File: src/rtl/fft_tw_addr_gen_pkg.sv
// Shared constants, FSM state type and the (stage, butterfly) -> index/twiddle rule.
// Latency: n/a (types and pure functions only).
// Backpressure: n/a.
package fft_tw_addr_gen_pkg;

  localparam int FFT_LOGN      = 8;
  localparam int FFT_N         = 1 << FFT_LOGN;
  localparam int FFT_STAGE_GAP = 4;

  typedef enum logic [1:0] {
    IDLE = 2'd0,
    RUN  = 2'd1,
    GAP  = 2'd2,
    DONE = 2'd3
  } state_t;

  typedef struct packed {
    logic [FFT_LOGN-1:0] addr_a;
    logic [FFT_LOGN-1:0] addr_b;
    logic [FFT_LOGN-2:0] k;
  } bf_idx_t;

  // Operand pair and twiddle index of butterfly b in stage s for the default length.
  function automatic bf_idx_t bf_index(input int unsigned s, input int unsigned b);
    bf_idx_t     r;
    int unsigned span;
    int unsigned low;
    int unsigned a;
    span     = 32'd1 << s;
    low      = b & (span - 32'd1);
    a        = ((b >> s) << (s + 32'd1)) | low;
    r.addr_a = FFT_LOGN'(a);
    r.addr_b = FFT_LOGN'(a + span);
    r.k      = (FFT_LOGN-1)'(low * (FFT_N >> (s + 32'd1)));
    return r;
  endfunction

endpackage

File: src/rtl/fft_tw_addr_gen_if.sv
// Start/ROM/butterfly bus of the twiddle address sequencer.
// Latency: n/a (wires only).
// Backpressure: bf_ready from the butterfly unit stalls the presented butterfly.
interface fft_tw_addr_gen_if
  import fft_tw_addr_gen_pkg::*;
#(
  parameter int LOGN     = FFT_LOGN,
  parameter int ADDRSIZE = FFT_LOGN
);

  localparam int STAGE_W = $clog2(LOGN);

  logic                start;
  logic                bf_ready;
  logic                rom_cs;
  logic [ADDRSIZE-1:0] rom_addr;
  logic                bf_valid;
  logic [LOGN-1:0]     addr_a;
  logic [LOGN-1:0]     addr_b;
  logic [STAGE_W-1:0]  stage;
  logic                busy;
  logic                done;

  // Sequencer side.
  modport master (
    input  start, bf_ready,
    output rom_cs, rom_addr, bf_valid, addr_a, addr_b, stage, busy, done
  );

  // Controller / butterfly-unit side.
  modport slave (
    output start, bf_ready,
    input  rom_cs, rom_addr, bf_valid, addr_a, addr_b, stage, busy, done
  );

endinterface

File: src/rtl/fft_tw_addr_gen_bf_index.sv
// Combinational operand-pair and twiddle-index calculator for one (stage, butterfly).
// Latency: 0 cycles (pure combinational).
// Backpressure: none; the caller holds s/b steady while stalled.
module fft_tw_addr_gen_bf_index #(
  parameter int LOGN = 8
) (
  input  logic [$clog2(LOGN)-1:0] s,
  input  logic [LOGN-2:0]         b,
  output logic [LOGN-1:0]         addr_a,
  output logic [LOGN-1:0]         addr_b,
  output logic [LOGN-2:0]         k
);

  logic [LOGN-1:0] span;
  logic [LOGN-1:0] mask;
  logic [LOGN-1:0] bw;
  logic [LOGN-1:0] low;
  logic [LOGN-1:0] a;

  // Insert a zero at bit s of b for addr_a; the low s bits pick the twiddle.
  // The double left shift avoids s+1 wrapping in the narrow stage width.
  always_comb begin
    span   = LOGN'(1) << s;
    mask   = span - LOGN'(1);
    bw     = {1'b0, b};
    low    = bw & mask;
    a      = (((bw >> s) << s) << 1) | low;
    addr_a = a;
    addr_b = a + span;
    k      = low[LOGN-2:0] << (LOGN - 1 - s);
  end

endmodule

File: src/rtl/fft_tw_addr_gen.sv
// Radix-2 DIT FFT address sequencer: twiddle ROM address plus aligned operand pair.
// Latency: start -> rom_addr 1 cycle, -> first bf_valid 2 cycles; one butterfly per accepted cycle.
// Backpressure: bf_valid & !bf_ready freezes counters, issue register and rom_addr.
module fft_tw_addr_gen
  import fft_tw_addr_gen_pkg::*;
#(
  parameter int LOGN      = FFT_LOGN,
  parameter int ADDRSIZE  = FFT_LOGN,
  parameter int STAGE_GAP = FFT_STAGE_GAP
) (
  input  logic              clk,
  input  logic              rst,
  fft_tw_addr_gen_if.master bus
);

  localparam int STAGE_W = $clog2(LOGN);
  localparam int HALF_W  = LOGN - 1;
  localparam int GAP_W   = (STAGE_GAP > 1) ? $clog2(STAGE_GAP) : 1;

  state_t             state;
  state_t             state_nxt;
  logic [STAGE_W-1:0] s_cnt;
  logic [HALF_W-1:0]  b_cnt;
  logic [GAP_W-1:0]   gap_cnt;

  logic               advance;
  logic               issue_now;
  logic               last_b;
  logic               last_s;

  logic [LOGN-1:0]    idx_a;
  logic [LOGN-1:0]    idx_b;
  logic [HALF_W-1:0]  idx_k;

  // Issue stage: address sent to the ROM this cycle, operands waiting for its data.
  logic                iss_vld;
  logic [ADDRSIZE-1:0] iss_k;
  logic [LOGN-1:0]     iss_a;
  logic [LOGN-1:0]     iss_b;
  logic [STAGE_W-1:0]  iss_s;

  // Present stage: lines up with the ROM's registered twiddle output.
  logic                pre_vld;
  logic [LOGN-1:0]     pre_a;
  logic [LOGN-1:0]     pre_b;
  logic [STAGE_W-1:0]  pre_s;

  fft_tw_addr_gen_bf_index #(.LOGN(LOGN)) u_bf_index (
    .s      (s_cnt),
    .b      (b_cnt),
    .addr_a (idx_a),
    .addr_b (idx_b),
    .k      (idx_k)
  );

  assign advance = !pre_vld || bus.bf_ready;
  assign last_b  = &b_cnt;
  assign last_s  = (s_cnt == STAGE_W'(LOGN - 1));

  // Next state and issue decision; stage 0 butterfly 0 issues in the start cycle.
  always_comb begin
    state_nxt = state;
    issue_now = 1'b0;
    case (state)
      IDLE: begin
        if (bus.start && advance) begin
          issue_now = 1'b1;
          state_nxt = RUN;
        end
      end
      RUN: begin
        if (advance) begin
          issue_now = 1'b1;
          if (last_b) state_nxt = GAP;
        end
      end
      GAP: begin
        // After the final stage GAP only drains the pipe until the last butterfly is taken.
        if (last_s) begin
          if (!iss_vld && advance) state_nxt = DONE;
        end else if (gap_cnt == GAP_W'(STAGE_GAP - 1)) begin
          state_nxt = RUN;
        end
      end
      DONE:    state_nxt = IDLE;
      default: state_nxt = IDLE;
    endcase
  end

  // State register, stage/butterfly counters and inter-stage gap timer.
  always_ff @(posedge clk) begin
    if (rst) begin
      state   <= IDLE;
      s_cnt   <= '0;
      b_cnt   <= '0;
      gap_cnt <= '0;
    end else begin
      state <= state_nxt;
      if (issue_now) b_cnt <= last_b ? '0 : b_cnt + HALF_W'(1);
      if (state == GAP && state_nxt == RUN) s_cnt <= s_cnt + STAGE_W'(1);
      else if (state == DONE)               s_cnt <= '0;
      gap_cnt <= (state == GAP) ? gap_cnt + GAP_W'(1) : '0;
    end
  end

  // Two-stage issue/present pipeline; everything holds when the butterfly stalls.
  always_ff @(posedge clk) begin
    if (rst) begin
      iss_vld <= 1'b0;
      iss_k   <= '0;
      iss_a   <= '0;
      iss_b   <= '0;
      iss_s   <= '0;
      pre_vld <= 1'b0;
      pre_a   <= '0;
      pre_b   <= '0;
      pre_s   <= '0;
    end else if (advance) begin
      pre_vld <= iss_vld;
      if (iss_vld) begin
        pre_a <= iss_a;
        pre_b <= iss_b;
        pre_s <= iss_s;
      end
      iss_vld <= issue_now;
      if (issue_now) begin
        iss_k <= ADDRSIZE'(idx_k);
        iss_a <= idx_a;
        iss_b <= idx_b;
        iss_s <= s_cnt;
      end
    end
  end

  assign bus.rom_cs   = (state == RUN) || pre_vld;
  assign bus.rom_addr = iss_k;
  assign bus.bf_valid = pre_vld;
  assign bus.addr_a   = pre_a;
  assign bus.addr_b   = pre_b;
  assign bus.stage    = pre_s;
  assign bus.busy     = (state == RUN) || (state == GAP);
  assign bus.done     = (state == DONE);

endmodule
File: src/flat_wrapper.sv
// flat-port wrapper written by rule: the top's interface ports become plain ports
module fft_tw_addr_gen_flat import fft_tw_addr_gen_pkg::*;
#(
  parameter int LOGN      = FFT_LOGN,
  parameter int ADDRSIZE  = FFT_LOGN,
  parameter int STAGE_GAP = FFT_STAGE_GAP
)
  (clk, rst, bus_start, bus_bf_ready, bus_rom_cs, bus_rom_addr, bus_bf_valid, bus_addr_a, bus_addr_b, bus_stage, bus_busy, bus_done);
  fft_tw_addr_gen_if #(.LOGN(LOGN), .ADDRSIZE(ADDRSIZE)) bus_i ();
  input  logic clk;
  input  logic rst;
  input wire logic [$bits(bus_i.start)-1:0] bus_start;
  input wire logic [$bits(bus_i.bf_ready)-1:0] bus_bf_ready;
  output wire logic [$bits(bus_i.rom_cs)-1:0] bus_rom_cs;
  output wire logic [$bits(bus_i.rom_addr)-1:0] bus_rom_addr;
  output wire logic [$bits(bus_i.bf_valid)-1:0] bus_bf_valid;
  output wire logic [$bits(bus_i.addr_a)-1:0] bus_addr_a;
  output wire logic [$bits(bus_i.addr_b)-1:0] bus_addr_b;
  output wire logic [$bits(bus_i.stage)-1:0] bus_stage;
  output wire logic [$bits(bus_i.busy)-1:0] bus_busy;
  output wire logic [$bits(bus_i.done)-1:0] bus_done;
  assign bus_i.start = bus_start;
  assign bus_i.bf_ready = bus_bf_ready;
  assign bus_rom_cs = bus_i.rom_cs;
  assign bus_rom_addr = bus_i.rom_addr;
  assign bus_bf_valid = bus_i.bf_valid;
  assign bus_addr_a = bus_i.addr_a;
  assign bus_addr_b = bus_i.addr_b;
  assign bus_stage = bus_i.stage;
  assign bus_busy = bus_i.busy;
  assign bus_done = bus_i.done;
  fft_tw_addr_gen #(.LOGN(LOGN), .ADDRSIZE(ADDRSIZE), .STAGE_GAP(STAGE_GAP)) u_core (.clk(clk), .rst(rst), .bus(bus_i));
endmodule
File: config.mk
export PLATFORM = sky130hd
export DESIGN_NAME = fft_tw_addr_gen_flat
export DESIGN_NICKNAME = d
export VERILOG_FILES = /design/src/rtl/fft_tw_addr_gen_pkg.sv /design/src/rtl/fft_tw_addr_gen_if.sv /design/src/rtl/fft_tw_addr_gen_bf_index.sv /design/src/rtl/fft_tw_addr_gen.sv /design/src/flat_wrapper.sv
export SDC_FILE = /design/constraint.sdc
export NUM_CORES = 1
export LEC_CHECK = 0
export CAP_MARGIN = 20
export CORE_MARGIN = 3
export CORE_UTILIZATION = 45
export CTS_BUF_LIST = sky130_fd_sc_hd__clkbuf_16
export DETAILED_ROUTE_END_ITERATION = 8
export PLACE_DENSITY_LB_ADDON = 0.2
export SYNTH_ARGS = -nofsm -noshare
export SYNTH_HDL_FRONTEND = slang
export SYNTH_SLANG_ARGS = --single-unit
File: constraint.sdc
create_clock -name clk -period 4.7 [get_ports clk]
set_input_delay 0.94 -clock clk [delete_from_list [all_inputs] [get_ports clk]]
set_output_delay 0.94 -clock clk [all_outputs]
set_load 0.05 [all_outputs]
==> results.tsv, run 1 <==
stage	metric	value	unit
die	die_h	89.3	µm
logic_synthesis	yosysTopAreaCell	dfxtp_1	
cells_and_area	fin_nets	434	
timing	slew_headroom	0.433	
run_status	outcome	completed	
timing	hold_viol_final	0	
logic_synthesis	ys_seq_area_frac	0.391	
timing	rsz0062_at_grt	no	
logic_synthesis	syn_inst	388	
routing	drtIter0Drc	162	
timing	fin_skew	0.00328	ns
routing	dr.max_layer_used	met4	
die	start_util	0.478	
power	ir_drop	238	µV
placed_design	portBuffers	33	
hold_path	hp-class	reg -> reg	
global_routing	grt_pass1_wl	11.9	mm
cells_and_area	num-fill-cells	617	
cts	clk-insertion-delay-late	0.32	ns
die	rows	29	
cts	cts_buffer_depth	2	
cts	cts.sinks	61	
cts	cts_tree	yes	
cells_and_area	fin_cells	493	
cts	ctsResizeCount	0	
setup_path	critPathMaxFanout	23	
cts	ctsHoldBuffers	0	
setup_path	crit_chain	inv_1, ha_1, nor3_1, o21ai_0, nand3_1, nand2_1, ha_1, a211oi_1, o21ai_0, o211ai_1, xnor2_1, a21oi_1	
timing	fmax	313	MHz
logic_synthesis	ys_ff_latch	61	
global_routing	grt_max_degree	55	
routing	ant_nets	0	
setup_path	r2r-start	u_core.s_cnt[1]$_SDFFE_PP0P_	
placed_design	place_congestion	0.909	
timing	period_needed	3.19	ns
logic_synthesis	synth_edf_count	0	
logic_synthesis	synthTopCellsByCount	75 x nand2_1, 61 x dfxtp_1, 45 x a21oi_1	
setup_path	crit_slowest_cell	dfxtp_1	
timing	fin_crit_sh	0.679	
timing	finalSetupTns	0	ns
setup_path	crit_start	u_core.s_cnt[1]$_SDFFE_PP0P_	
logic_synthesis	yosysMostFrequentCell	nand2_1	
power	powerDensity	363	nW/µm²
logic_synthesis	synth_top_area_frac	0.391	
setup_path	setup.worst_path.class	reg -> reg	
routing	drc	0	
routing	wl_met1	3.30	mm
flow_run	drv_cap	0	
die	core_region_area	6530	µm²
logic_synthesis	ys_types	55	
routing	detail_route.vias_per_cell	5.51	
die	die_area	7970	µm²
routing	routed_wl	6.92	mm
cts	cts_inserted_buffers	9	
logic_synthesis	avgSynthCellArea	8.04	µm²
hold_path	hold_start	u_core.gap_cnt[0]$_SDFF_PP0_	
global_routing	antenna_found_initial	0	
power	total_leakage_power	1.40	nW
setup_path	cp.arrival	3.37	ns
cts	path_clk_slew	0.05	ns
global_routing	grt_pass1_vias	2539	
routing	drtPass1Iterations	5	
routing	met2_length	3.16	mm
power	p_total	0.00137	W
die	io_pins	35	
timing	tightest_slew	0.849	ns
cells_and_area	layout-drive-gt1-share	0.0673	
logic_synthesis	synth_ff_type	dfxtp_1	
setup_path	end_kind	register	
cts	h-tree-depth	3	
timing	maxSlewViolCount	0	
die	dieWidth	89.3	µm
routing	wl_met3	416	µm
cts	cts-root-buf	clkbuf_16	
setup_path	slowest_delay	0.80	ns
cts	post-cts-setup-buffers	0	
global_routing	grt_usage	0.192	
logic_synthesis	synth.area.top_cells	dfxtp_1 39%, nand2_1 9.0%, a21oi_1 7.2%, ha_1 7.2%, nor2_1 3.1%	
setup_path	crit_required	4.88	ns
routing	vias	2716	
logic_synthesis	synth-warning-count	0	
routing	wl_per_cell	14.0	µm
setup_path	startpoint_type	register	
cells_and_area	areaGrowthSynthToFinish	20.7	%
timing	setup_violations	0	
placed_design	hpwl	4.70	mm
logic_synthesis	mappedNetlistArea	3120	µm²
placed_design	dp.cells	477	
logic_synthesis	async_flop_share	0	
cells_and_area	diodes	0	
global_routing	grt_overflow	0	
==> cell families after synthesis <==
group                    synth area share
buffers and inverters              0.0529
flip-flops                          0.391
other                             0.00120
AND/OR/NAND/NOR                     0.227
adder cells (fa/ha/maj)            0.0786
multiplexers                       0.0213
XOR/XNOR                           0.0309
AO/OA/AOI/OAI                       0.197
==> layer usage <==
layer	global-route usage	vias to the layer above
li1	-	1399
met1	0.258	1241
met2	0.298	70
met3	0.0618	6
met4	0.0528	0
met5	0	-
==> where the power goes <==
group	leakage, nW	switching (W)	internal [W]	total (W)
registers	0.495	0.0000150	0.000536	0.000551
logic	0.747	0.000101	0.0000443	0.000145
clock network	0.155	0.000215	0.000456	0.000671
==> metrics by stage <==
step / worst slack, ns / hold slack (ns) / util / area (µm²)
finish: 1.51 / 0.438 / 0.576 / 3760
detailed placement: 1.46 / 0.425 / 0.530 / 3460
CTS: 1.57 / 0.437 / 0.576 / 3760
global placement: 1.51 / 0.419 / 0.528 / 3450
floorplan: 2.10 / 0.405 / - / 3120
global route: 1.08 / 0.463 / 0.576 / 3760
==> placed cells by master, fill, tap and decap left out, types with 4 or more instances in the layout <==
master            n
nand2_1          75
dfxtp_1          61
a21oi_1          45
clkdlybuf4s50_1  32
nor2_1           26
ha_1             18
o21ai_0          13
inv_1            11
a31oi_1          10
clkbuf_16         9
nor3_1            8
xnor2_1           7
o211ai_1          6
nand4_1           6
nor2b_1           5
nand2b_1          4
nand3_1           4
and2_1            4
mux2i_1           4
a211oi_1          4
xor2_1            4
nor3b_1           4
buf_4             4
==> critical path, delay by kind of cell, from the launching register on <==
kind / cells / cell delay (ns)
adders and majority gates: 2 / 0.56
and+or+nand+nor: 3 / 0.44
buffers and inverters: 1 / 0.31
DFF: 1 / 0.80
xor gates and xnor gates: 1 / 0.14
AOI/OAI and AO/OA: 5 / 0.80
==> final timing paths <==
check	slack, ns	depth (start not counted)	endpoint
min	0.44	1	u_core.gap_cnt[0]$_SDFF_PP0_
min reg2reg	0.44	1	u_core.gap_cnt[0]$_SDFF_PP0_
max	1.51	12	u_core.iss_b[7]$_SDFFE_PP0P_
max reg2reg	1.51	12	u_core.iss_b[7]$_SDFFE_PP0P_
==> registers in the layout, indices dropped and copies added (netlist names) <==
name,cells
u_core.state,2
u_core.iss_s,3
u_core.s_cnt,3
u_core.bus.stage,3
u_core.bus.rom_addr,7
u_core.bus.addr_a,8
u_core.iss_a,8
u_core.gap_cnt,2
u_core.iss_vld,1
u_core.iss_b,8
u_core.b_cnt,7
u_core.bus.addr_b,8
u_core.bus.bf_valid,1
==> final cells by class <==
cell class	instances	area, µm²	area share
inverter	12	45.0	0.0120
clock inverter	7	81.3	0.0216
sequential	61	1220	0.324
multi-input combinational	290	1740	0.462
timing repair buffer	37	355	0.0944
clock buffer	9	225	0.0598
tap	77	96.3	0.0256
Note: power is estimated with default switching activity, not from simulation.
==> run 2, diff against run 1 <==
==> constraint.sdc (replaced) <==
create_clock -name clk -period 2.7 [get_ports clk]
set_input_delay 0.54 -clock clk [delete_from_list [all_inputs] [get_ports clk]]
set_output_delay 0.54 -clock clk [all_outputs]
set_load 0.05 [all_outputs]
==> run 2 against run 1 <==
  * Flip-flop and latch count did not move
  * Core utilization up 1.6 points
  * Register-to-register slack got worse by 1.3 ns
  * First-iteration DRC count decreased by 13%
  * Count of clock-buffer cells in the layout unchanged
  * Clock skew grew 0.00060 ns
  * Clock power grew 68%
  * Critical path depth decreased by 8
  * Global-route usage rose by 0.12 points
  * Critical path type is now reg -> out
  * Highest routed layer unchanged
==> results.tsv, run 2 (synthesis gave the netlist of run 1 again) <==
stage	metric	value	unit	change
run_status	outcome	completed		
cts	clk-insertion-delay-late	0.32	ns	about the same
hold_path	hp-class	reg -> reg		
placed_design	hpwl	5.20	mm	+11%
setup_path	end_kind	output pin		
cts	cts_tree	yes		
timing	fin_crit_sh	0.958		
cells_and_area	diodes	0		unchanged
timing	rsz0062_at_grt	no		
timing	period_needed	2.59	ns	
die	io_pins	35		unchanged
global_routing	grt_pass1_wl	12.1	mm	+2.0%
cts	ctsHoldBuffers	0		unchanged
cells_and_area	final_common_cell	nand2_1		
timing	maxSlewViolCount	0		unchanged
cts	ctsResizeCount	0		unchanged
hold_path	holdPathStages	1		unchanged
power	seq_power_share	0.403		about the same
placed_design	dp.cells	490		+2.7%
power	p_total	0.00236	W	+73%
global_routing	antenna_found_initial	0		unchanged
routing	drtIter0Drc	141		-13%
routing	drc	0		unchanged
timing	tightest_slew	0.743	ns	-0.106 ns
routing	ant_nets	0		unchanged
power	swShare	0.263		+0.0210
setup_path	ff2ff_path_depth	11		-1
die	start_util	0.478		unchanged
routing	routed_wl	7.30	mm	+5.6%
placed_design	portBuffers	33		unchanged
die	die_h	89.3	µm	unchanged
routing	wl_per_cell	14.4	µm	+2.7%
cts	h-tree-depth	3		unchanged
power	switchingPower	0.000622	W	+87%
die	dieWidth	89.3	µm	unchanged
routing	vias	2786		+2.6%
power	combPwrFrac	0.118		+0.012
power	clkPwrFrac	0.480		-0.011
cts	post-cts-setup-buffers	0		unchanged
cts	cts_buffer_depth	2		unchanged
setup_path	cp.arrival	2.05	ns	-1.32 ns
cells_and_area	num-fill-cells	599		-2.9%
cells_and_area	fin_nets	448		+3.2%
setup_path	critPathMaxFanout	5		-78%
die	die_area	7970	µm²	unchanged
timing	fin_ws	0.112	ns	-1.40 ns
timing	hold_viol_final	0		unchanged
cts	cts-root-buf	clkbuf_16		
global_routing	grt_usage	0.194		+0.00118
cts	cts.sinks	61		unchanged
timing	fin_skew	0.00389	ns	+0.000603 ns
timing	fmax	386	MHz	
placed_design	place_congestion	0.902		-0.75%
power	powerDensity	609	nW/µm²	+68%
cells_and_area	fin_cells	507		+2.8%
power	total_leakage_power	1.46	nW	+4.4%
power	p_int	0.00174	W	+68%
cells_and_area	areaGrowthSynthToFinish	24.1	%	
cells_and_area	layout-drive-gt1-share	0.109		+0.0420
cts	path_clk_slew	0.05	ns	about the same
timing	finalSetupTns	0	ns	unchanged
cells_and_area	final_core_util	0.593		+0.0165
setup_path	startpoint_type	register		
setup_path	setup.worst_path.class	reg -> out		
placed_design	dp_slack	0.178	ns	-1.29 ns
global_routing	grt_pass1_vias	2551		+0.47%
cells_and_area	layout_common_cells	75 x nand2_1, 61 x dfxtp_1, 44 x a21oi_1		
die	rows	29		unchanged
cts	cts_inserted_buffers	9		unchanged
routing	detail_route.vias_per_cell	5.50		-0.26%
global_routing	grt_overflow	0		unchanged
global_routing	grt_max_degree	29		-47%
die	core_region_area	6530	µm²	unchanged
timing	slew_headroom	0.500		+0.0669
flow_run	drv_cap	0		unchanged
power	ir_drop	383	µV	+61%
routing	drtPass1Iterations	4		-1
timing	setup_violations	0		unchanged
setup_path	crit_required	2.16	ns	-2.72 ns
[run 2: area by class of cell]
class	instances	area [µm²]	share of cell area
clock inverter	7	73.8	0.0191
tap	77	96.3	0.0249
sequential	61	1220	0.315
clock buffer	9	225	0.0582
multi-input combinational	290	1750	0.451
inverter	12	45.0	0.0116
timing repair buffer	51	464	0.120
[run 2: power groups by stage]
stage,Combinational [W],Sequential [W],Clock (W)
detailed placement,0.000274,0.000970,0
finish,0.000277,0.000950,0.00113
CTS,0.000275,0.000950,0.00115
global placement,0.000272,0.000969,0
floorplan,0.000159,0.00100,0
global route,0.000304,0.000954,0.00119
[run 2: worst paths after layout]
path	startpoint	endpoint	slack, ns
worst max register to register	u_core.s_cnt[1]$_SDFFE_PP0P_	u_core.iss_b[7]$_SDFFE_PP0P_	0.20
worst min-delay path	u_core.gap_cnt[0]$_SDFF_PP0_	u_core.gap_cnt[0]$_SDFF_PP0_	0.43
worst max-delay path	u_core.state[1]$_SDFF_PP0_	bus_rom_cs	0.11
worst min register to register	u_core.gap_cnt[0]$_SDFF_PP0_	u_core.gap_cnt[0]$_SDFF_PP0_	0.43
[run 2: worst max-delay path, stage by stage (launching register included)]
cell	delay (ns)
dfxtp_1	0.41
inv_1	0.09
ha_1	0.24
or2_2	0.29
clkdlybuf4s50_1	0.70
[run 2: per-layer routing]
| layer | track usage | up-vias | part of all wire |
|---|---|---|---|
| met2 | 0.309 | 73 | 0.46 |
| met3 | 0.0470 | 8 | 0.045 |
| li1 | - | 1425 | - |
| met4 | 0.0582 | 0 | 0.0088 |
| met5 | 0 | - | 0 |
| met1 | 0.260 | 1280 | 0.49 |
[run 2: per-stage QoR]
stage,hold WS [ns],instance area (µm²)
6_report,0.434,3870
5_1_grt,0.467,3870
4_1_cts,0.438,3850
3_5_place_dp,0.431,3560
3_3_place_gp,0.420,3560
2_1_floorplan,0.405,3120
==> run 3, diff against run 2 <==
==> constraint.sdc (replaced) <==
create_clock -name clk -period 3 [get_ports clk]
set_input_delay 0.6 -clock clk [delete_from_list [all_inputs] [get_ports clk]]
set_output_delay 0.6 -clock clk [all_outputs]
set_load 0.05 [all_outputs]
==> run 3 against run 2 <==
  * Count of clock-buffer cells in the layout did not move
  * Flip-flop and latch count did not move
  * Sequential share of layout area rose by 0.21 points
  * Total power fell by 5.8%
  * Wire length rose by 0.45%
  * Core utilization fell by 0.33 points
  * Combinational power fell by 13%
  * Cell count fell by 0.99%
  * Critical endpoint is now u_core.iss_b[6]$_SDFFE_PP0P_
==> results.tsv, run 3 (synthesis gave the netlist of run 1 again) <==
stage	metric	value	unit	change
cts	path_clk_slew	0.06	ns	about the same
cells_and_area	finish.instance_area	3850	µm²	-0.55%
flow_run	drv_cap	0		unchanged
timing	fin_skew	0.00464	ns	+0.000749 ns
placed_design	place_congestion	0.909		+0.76%
global_routing	grt_max_degree	56		+93%
placed_design	hpwl	5.05	mm	-2.9%
die	dieWidth	89.3	µm	unchanged
die	die_area	7970	µm²	unchanged
routing	drc	0		unchanged
die	start_util	0.478		unchanged
setup_path	end_kind	register		
routing	drtPass1Iterations	4		unchanged
global_routing	antenna_found_initial	0		unchanged
power	clkPwrFrac	0.504		+0.024
power	total_leakage_power	1.44	nW	-0.96%
power	seq_power_share	0.388		-0.015
hold_path	hp-class	reg -> reg		
global_routing	grt_pass1_wl	12.0	mm	-0.92%
cts	cts_tree	yes		
cts	cts_inserted_buffers	9		unchanged
global_routing	use_met3	0.0369		-0.0101
cts	post-cts-setup-buffers	0		unchanged
global_routing	grt_usage	0.195		+0.00130
cells_and_area	diodes	0		unchanged
placed_design	placed_area	3520	µm²	-1.1%
routing	ant_nets	0		unchanged
global_routing	grt_pass1_vias	2533		-0.71%
cells_and_area	final_common_cell	nand2_1		
die	die_h	89.3	µm	unchanged
power	swShare	0.259		-0.00402
cells_and_area	layout_common_cells	75 x nand2_1, 60 x dfxtp_1, 45 x a21oi_1		
cts	h-tree-depth	3		unchanged
timing	fmax	371	MHz	
routing	wl_per_cell	14.6	µm	+1.5%
global_routing	grt_busiest_layer	met2		
cells_and_area	num-fill-cells	598		-0.17%
cts	cts_buffer_depth	2		unchanged
timing	period_needed	2.69	ns	
cts	cts.sinks	61		unchanged
timing	rsz0062_at_grt	no		
global_routing	grt_overflow	0		unchanged
hold_path	holdPathStages	1		unchanged
routing	detail_route.vias_per_cell	5.60		+1.9%
setup_path	critPathMaxFanout	7		+2
die	rows	29		unchanged
cells_and_area	areaGrowthSynthToFinish	23.5	%	
setup_path	rrSetupSlack	0.31	ns	+0.11 ns
setup_path	startpoint_type	register		
power	switchingPower	0.000577	W	-7.2%
power	p_int	0.00165	W	-5.3%
timing	setup_violations	0		unchanged
global_routing	grt_util_met2	0.292		-0.0167
timing	fin_crit_sh	0.898		
setup_path	cp.arrival	2.91	ns	+0.86 ns
die	core_region_area	6530	µm²	unchanged
setup_path	crit_required	3.21	ns	+1.05 ns
cts	cts-root-buf	clkbuf_16		
placed_design	portBuffers	33		unchanged
power	combPwrFrac	0.108		-0.010
die	io_pins	35		unchanged
routing	drtIter0Drc	187		+33%
setup_path	ff2ff_path_depth	10		-1
routing	vias	2810		+0.86%
power	ir_drop	368	µV	-3.9%
timing	hold_viol_final	0		unchanged
routing	routed_wl	7.34	mm	+0.45%
setup_path	setup.worst_path.class	reg -> reg		
timing	finalSetupTns	0	ns	unchanged
cts	clk-insertion-delay-late	0.33	ns	about the same
timing	maxSlewViolCount	0		unchanged
timing	slew_headroom	0.605		+0.105
global_routing	use_met1	0.267		+0.00759
cells_and_area	fin_nets	443		-1.1%
cells_and_area	layout-drive-gt1-share	0.0965		-0.0128
run_status	outcome	completed		
timing	tightest_slew	0.591	ns	-0.153 ns
power	powerDensity	577	nW/µm²	-5.3%
==> run 3: cell types whose count changed in the layout (fill, tap and decap cells not counted), sizes merged <==
| cell | delta |
|---|---|
| buf | -5 |
| inv | -1 |
| bufinv | +1 |
==> run 3: critical path, cell delays in order, from the launching register on <==
cell      delay (ns)
dfxtp_1         0.36
inv_1           0.20
ha_1            0.31
nor3_1          0.09
or3_1           0.36
nand3_1         0.13
nand2_1         0.08
ha_1            0.32
a21oi_1         0.23
o21ai_0         0.16
o311ai_0        0.34
==> run 3: final timing paths <==
| path | start | end |
|---|---|---|
| max | u_core.s_cnt[0]$_SDFFE_PP0P_ | u_core.iss_b[6]$_SDFFE_PP0P_ |
| min | u_core.gap_cnt[0]$_SDFF_PP0_ | u_core.gap_cnt[0]$_SDFF_PP0_ |
| max reg2reg | u_core.s_cnt[0]$_SDFFE_PP0P_ | u_core.iss_b[6]$_SDFFE_PP0P_ |
| min reg2reg | u_core.gap_cnt[0]$_SDFF_PP0_ | u_core.gap_cnt[0]$_SDFF_PP0_ |
==> run 3: metal layers <==
layer  vias up  wire, µm
met5         -         0
met1      1306      3520
met2        74      3270
met3        13       384
met4         0       163
li1       1417         -
==> run 3: cell type report <==
| cell class | count | area, µm² | area share |
|---|---|---|---|
| Clock buffer | 9 | 225 | 0.0585 |
| Clock inverter | 7 | 98.8 | 0.0257 |
| Inverter | 12 | 45.0 | 0.0117 |
| Multi-Input combinational cell | 290 | 1740 | 0.452 |
| Sequential cell | 61 | 1220 | 0.317 |
| Tap cell | 77 | 96.3 | 0.0250 |
| Timing Repair Buffer | 46 | 423 | 0.110 |
==> run 3: timing repair <==
item / in CTS / in global routing
setup endpoints to repair: 0 / 1
hold buffers: 0 / 0
resized for setup: 0 / 1
==> run 3: metrics by stage <==
step | setup WS (ns) | power (W) | hold WS, ns | utilization | std cells
2_1_floorplan | 0.404 | 0.00104 | 0.405 | - | 389
4_1_cts | 0.290 | 0.00224 | 0.427 | 0.588 | 501
6_report | 0.306 | 0.00222 | 0.426 | 0.590 | 502
5_1_grt | 0.0982 | 0.00230 | 0.438 | 0.590 | 502
3_5_place_dp | 0.286 | 0.00112 | 0.421 | 0.539 | 485
3_3_place_gp | 0.473 | 0.00112 | 0.416 | 0.539 | 485
==> run 3: power by group through the flow <==
stage / combinational (W) / sequential, W / clock (W)
global route: 0.000266 / 0.000866 / 0.00116
finish: 0.000240 / 0.000862 / 0.00112
CTS: 0.000239 / 0.000862 / 0.00113
detailed placement: 0.000238 / 0.000880 / 0
global placement: 0.000237 / 0.000879 / 0
floorplan: 0.000143 / 0.000901 / 0
